File: src/rtl/mem_bus_arbiter.sv
// mem_bus_arbiter: shares the single-beat external memory bus between the IF and MEM stages
// Ports:
//   clk, rst   system clock; asynchronous active-low reset
//   i_req, i_addr                    IF read request in; i_rdata, i_ack, i_stall out
//   d_req, d_we, d_addr, d_sel, d_wdata  MEM request in; d_rdata, d_ack, d_stall out
//   flush      pipeline flush, cancels delivery of an in-flight IF read
//   bus_err    pulses together with the ack of a transaction that timed out
//   mem_ce, mem_we, mem_addr, mem_sel, mem_wdata  bus strobe/controls out
//   mem_rdata, mem_ack                            bus read data / completion in
module mem_bus_arbiter #(
    parameter int AW      = 32,
    parameter int DW      = 32,
    parameter int TIMEOUT = 16
) (
    input  logic          clk,
    input  logic          rst,
    input  logic          i_req,
    input  logic [AW-1:0] i_addr,
    output logic [DW-1:0] i_rdata,
    output logic          i_ack,
    output logic          i_stall,
    input  logic          d_req,
    input  logic          d_we,
    input  logic [AW-1:0] d_addr,
    input  logic [3:0]    d_sel,
    input  logic [DW-1:0] d_wdata,
    output logic [DW-1:0] d_rdata,
    output logic          d_ack,
    output logic          d_stall,
    output logic          bus_err,
    input  logic          flush,
    output logic          mem_ce,
    output logic          mem_we,
    output logic [AW-1:0] mem_addr,
    output logic [3:0]    mem_sel,
    output logic [DW-1:0] mem_wdata,
    input  logic [DW-1:0] mem_rdata,
    input  logic          mem_ack
);
    localparam int CW = $clog2(TIMEOUT);

    typedef enum logic [1:0] {IDLE, BUSY_I, BUSY_D, DONE} state_t;

    state_t        state;
    logic [CW-1:0] cnt;
    logic          cancel;
    logic          last_d;
    logic          pick_d;
    logic          expired;
    logic          drop_i;
    logic [DW-1:0] cap;

    // on a tie the port that did not win last time gets the bus
    assign pick_d  = d_req & (~i_req | ~last_d);
    assign expired = ~mem_ack & (cnt == CW'(TIMEOUT - 1));
    // writes and aborted transactions return zero
    assign cap     = (mem_ack & ~mem_we) ? mem_rdata : '0;
    // a flush on the completing edge counts as well as an earlier one
    assign drop_i  = cancel | flush;
    assign i_stall = i_req & ~i_ack;
    assign d_stall = d_req & ~d_ack;

    always_ff @(posedge clk or negedge rst) begin
        if (!rst) begin
            state     <= IDLE;
            cnt       <= '0;
            cancel    <= 1'b0;
            last_d    <= 1'b0;
            mem_ce    <= 1'b0;
            mem_we    <= 1'b0;
            mem_addr  <= '0;
            mem_sel   <= '0;
            mem_wdata <= '0;
            i_rdata   <= '0;
            d_rdata   <= '0;
            i_ack     <= 1'b0;
            d_ack     <= 1'b0;
            bus_err   <= 1'b0;
        end else begin
            i_ack   <= 1'b0;
            d_ack   <= 1'b0;
            bus_err <= 1'b0;
            case (state)
                IDLE: begin
                    if (i_req | d_req) begin
                        state     <= pick_d ? BUSY_D : BUSY_I;
                        last_d    <= pick_d;
                        cnt       <= '0;
                        cancel    <= 1'b0;
                        mem_ce    <= 1'b1;
                        mem_we    <= pick_d & d_we;
                        mem_addr  <= pick_d ? d_addr : i_addr;
                        mem_sel   <= pick_d ? d_sel : 4'hF;
                        mem_wdata <= pick_d ? d_wdata : '0;
                    end
                end
                BUSY_I, BUSY_D: begin
                    if (state == BUSY_I && flush) cancel <= 1'b1;
                    if (mem_ack | expired) begin
                        state  <= DONE;
                        mem_ce <= 1'b0;
                        if (state == BUSY_D) begin
                            d_ack   <= 1'b1;
                            d_rdata <= cap;
                            bus_err <= expired;
                        end else if (!drop_i) begin
                            i_ack   <= 1'b1;
                            i_rdata <= cap;
                            bus_err <= expired;
                        end
                    end else begin
                        cnt <= cnt + 1'b1;
                    end
                end
                // DONE: the ack pulse is on the outputs; no grant this cycle
                default: state <= IDLE;
            endcase
        end
    end
endmodule

File: config.mk
export PLATFORM = sky130hd
export DESIGN_NAME = mem_bus_arbiter
export DESIGN_NICKNAME = d
export VERILOG_FILES = /design/src/rtl/mem_bus_arbiter.sv
export SDC_FILE = /design/constraint.sdc
export NUM_CORES = 1
export LEC_CHECK = 0
export ABC_AREA = 1
export ABC_CLOCK_PERIOD_IN_PS = 2300
export CORE_AREA = 2 2 108 110
export DETAILED_ROUTE_END_ITERATION = 10
export DIE_AREA = 0 0 110 112
export DONT_BUFFER_PORTS = 1
export HOLD_SLACK_MARGIN = 0.12
export PLACE_DENSITY = 0.71
export SLEW_MARGIN = 0
export SYNTH_ARGS = -nofsm -noshare
export SYNTH_HDL_FRONTEND = slang
export SYNTH_SLANG_ARGS = --single-unit
File: constraint.sdc
create_clock -name clk -period 2.3 [get_ports clk]
set_input_delay 0.345 -clock clk [delete_from_list [all_inputs] [get_ports clk]]
set_output_delay 0.345 -clock clk [all_outputs]
set_load 0.01 [all_outputs]
==> reports/results.txt <==
Crit-path slowest cell - dlygate4sd3_1
Final core occ - 0.707
CTS tree - done
Worst path cell trace - inv_1, ha_4, inv_1, nor2_4, buf_12, nor2_1, a31oi_1, dlygate4sd3_1
Worst endpoint required time - 2.65 ns
Initial antenna violation count - 0
F_max - 0.470 GHz
Vias - 4851
Number of failing hold endpoints at the final stage - 145
Crit-path max cell delay - 0.59 ns
Initial drt markers - 523
# diodes - 0
Tightest Pin Transition - 0.884 ns
Critical path type - reg2reg
Nets - 838
Sw power - 4260 uW
Root buf cell - clkbuf_16
Synth cell count leaders - 161 x nand2_1, 145 x dfrtp_1, 47 x o21ai_2, 38 x nor2_1
Worst path buffer plus inverter count - 4
Min-delay worst type - in2async
Floorplan row count - 39
Design Area, Final - 7910 sq um
Yosys warning count - 0
Grt total ovfl - 0
Power Dens Cells - 1440 nW/um^2
Post-synth cell types - 29
Reg2Reg Capture Point - mem_addr[8]
Initial Utilization - 0.551
Die width - 110 um
Io pins - 278
Post-Layout Cell Count - 850
Die ar. - 12300 sq um
Vias in the first global route - 5000
CTS buffer count - 17
Core footprint - 11200 sq um
Max FO, Critical Path - 35
Slew headroom - 0.408
GRT Util Overall - 0.269
Worst Reg-to-Reg Cells - 8
Fin crit share - 0.924
Count of pins over their slew limit - 0
Layout cell share with drive strength beyond 1 - 0.134
Cell total after placement - 704
Area grow syn2layout - 28.3%
Setup Skew - 0.00964 ns
Buffers on Ports - 0
Unrepaired setup endpoints after global routing - no
Post-Route WL - 16.5 mm
Most common cell on crit path - inv_1
Syn Area/Cell - 10.3 sq um
Worst vdd ir - 755 uV
DRT Pass-1 Iters - 5
Seq cells post-synth - 145
Hold bufs inserted after CTS - 113
Synth Cell Area - 6160 sq um
Top cell type's share of synthesized area - 0.589
Setup crit end kind - register
Remaining DRCs - 0
Most common cell in the netlist - nand2_1
EDFF count, synth - 0
Largest net degree at the start of global routing - 146
HPWL Detailed - 9.23 mm
Clock-pin slew on the worst setup and hold paths - 0.06 ns
Max Cap Viol - 0
Most area-hungry cell type in the Yosys netlist - dfrtp_1
Min Tclk post-route - 2.13 ns
Pint - 7090 uW
First-pass GRT wire length - 25.5 mm
Data arrival at the endpoint of the critical path - 2.48 ns
H-tree levels - 4
Worst R2R Start - state[0]
TNS Setup - 0 ns
Top cells by area, synth - dfrtp_1 59%, nand2_1 9.8%, o21ai_2 6.7%
Worst skew pair latency - 0.42 ns
Pwr Total - 11300 uW
Clock Power Share - 0.248
Fill cells - 725
Reg2Reg Setup Slack - 0.17 ns
Top delay family on crit path - buffers and inverters
Async S/R FF share, synth - 1.00
Failing checks - hold timing
LEAKAGE - 0.00358 uW
Clk sinks - 145
Sequential Area - 3630 sq um
Min Hold Slack - -0.374 ns
Vias/cell - 5.71
Flop pwr share - 0.449
Detail Route Antenna Nets - 0
WL/cell - 19.4 um
Combinational power share - 0.303
Post-Syn Instances - 597
Final setup viols - 0
Clock Path Buffers - 2
Die H - 112 um
Multi-input logic area - 2200 sq um
Seq/Total Area, Yosys - 0.589
DP Area - 6120 sq um
Sw frac - 0.376
Syn nets - 741
Top_reg_cell synth - dfrtp_1
Status - finished with violations
Setup crit start kind - register
GPL Wtd Cong - 0.786
power by group through the flow:
stage          clock, uW  sequential, uW  combinational (uW)
6_report            2810            5100                3440
3_5_place_dp           0            5090                2640
5_1_grt             2980            5220                3840
3_3_place_gp           0            5080                2480
4_1_cts             2840            5070                3230
2_1_floorplan          0            4790                2330
cells by family (layout without fill, tap and decap cells):
| kind of cell | after synthesis | in the layout | share of synthesized area |
|---|---|---|---|
| buffers and inverters | 58 | 168 | 0.0587 |
| adder cells (fa/ha/maj) | 5 | 5 | 0.0102 |
| flip-flops | 145 | 145 | 0.589 |
| AND/OR/NAND/NOR | 245 | 245 | 0.167 |
| AO/OA/AOI/OAI | 144 | 144 | 0.175 |
final cells by class:
class                           count  area share
Sequential cell                   145       0.459
Multi-Input combinational cell    394       0.278
Timing Repair Buffer              120       0.157
Clock buffer                       21      0.0570
Tap cell                          143      0.0226
Clock inverter                     11      0.0193
Inverter                           16     0.00760
flip-flops by register name, summed over array words and instances (netlist names), 2 cells and up:
register / count
cnt: 4
d_rdata: 32
i_rdata: 32
mem_addr: 32
mem_sel: 4
mem_wdata: 32
state: 2
placed cells by master, fill, tap and decap left out, types with 2 or more instances in the layout:
cell,instances
nor2_1,38
nand3_1,33
inv_6,3
o21ai_0,12
a22o_1,33
clkbuf_16,18
o21ai_1,11
nand2_1,161
clkinvlp_4,3
buf_12,3
bufinv_16,3
nor2_4,2
buf_4,3
ha_1,4
dfrtp_1,145
o21ai_2,46
dlygate4sd3_1,113
o22a_1,4
nand2_4,2
nand3_2,3
a21oi_1,4
inv_1,15
a31oi_1,32
clkbuf_1,3
worst max path at each step:
stage | from | endpoint | slack, ns | depth (start not counted)
2_1_floorplan | state[0] | mem_addr[17] | 0.80 | 8
3_3_place_gp | state[0] | i_rdata[29] | 0.54 | 7
3_5_place_dp | state[0] | i_rdata[26] | 0.43 | 7
4_1_cts | state[0] | mem_addr[4] | 0.04 | 8
5_1_grt | state[0] | mem_addr[29] | 0.07 | 8
6_report | state[0] | mem_addr[8] | 0.17 | 8
layer usage:
metal	routed length [um]	GRT usage	up-vias
li1	-	-	2221
met4	343	0.0945	0
met5	0	0	-
met2	8380	0.453	257
met3	1530	0.0902	31
met1	6260	0.319	2342
worst reg2reg max path, cell delays in order (launching register included):
cell           delay [ns]
dfrtp_1              0.41
inv_1                0.13
ha_4                 0.23
inv_1                0.09
nor2_4               0.17
buf_12               0.21
nor2_1               0.07
a31oi_1              0.17
dlygate4sd3_1        0.59
per-stage QoR:
stage,hold slack [ns],setup WS (ns)
2_1_floorplan,0.0494,0.805
3_3_place_gp,0.0522,0.541
3_5_place_dp,0.0525,0.435
6_report,-0.374,0.174
4_1_cts,-0.388,0.0440
5_1_grt,-0.398,0.0686
timing repair:
action                                  CTS  global route
setup buffers                             0             0
endpoints found under the hold margin   229           145
endpoints found under the setup margin    0            29
gates resized for setup                   0             3
Power figures use the tool's default switching activity.
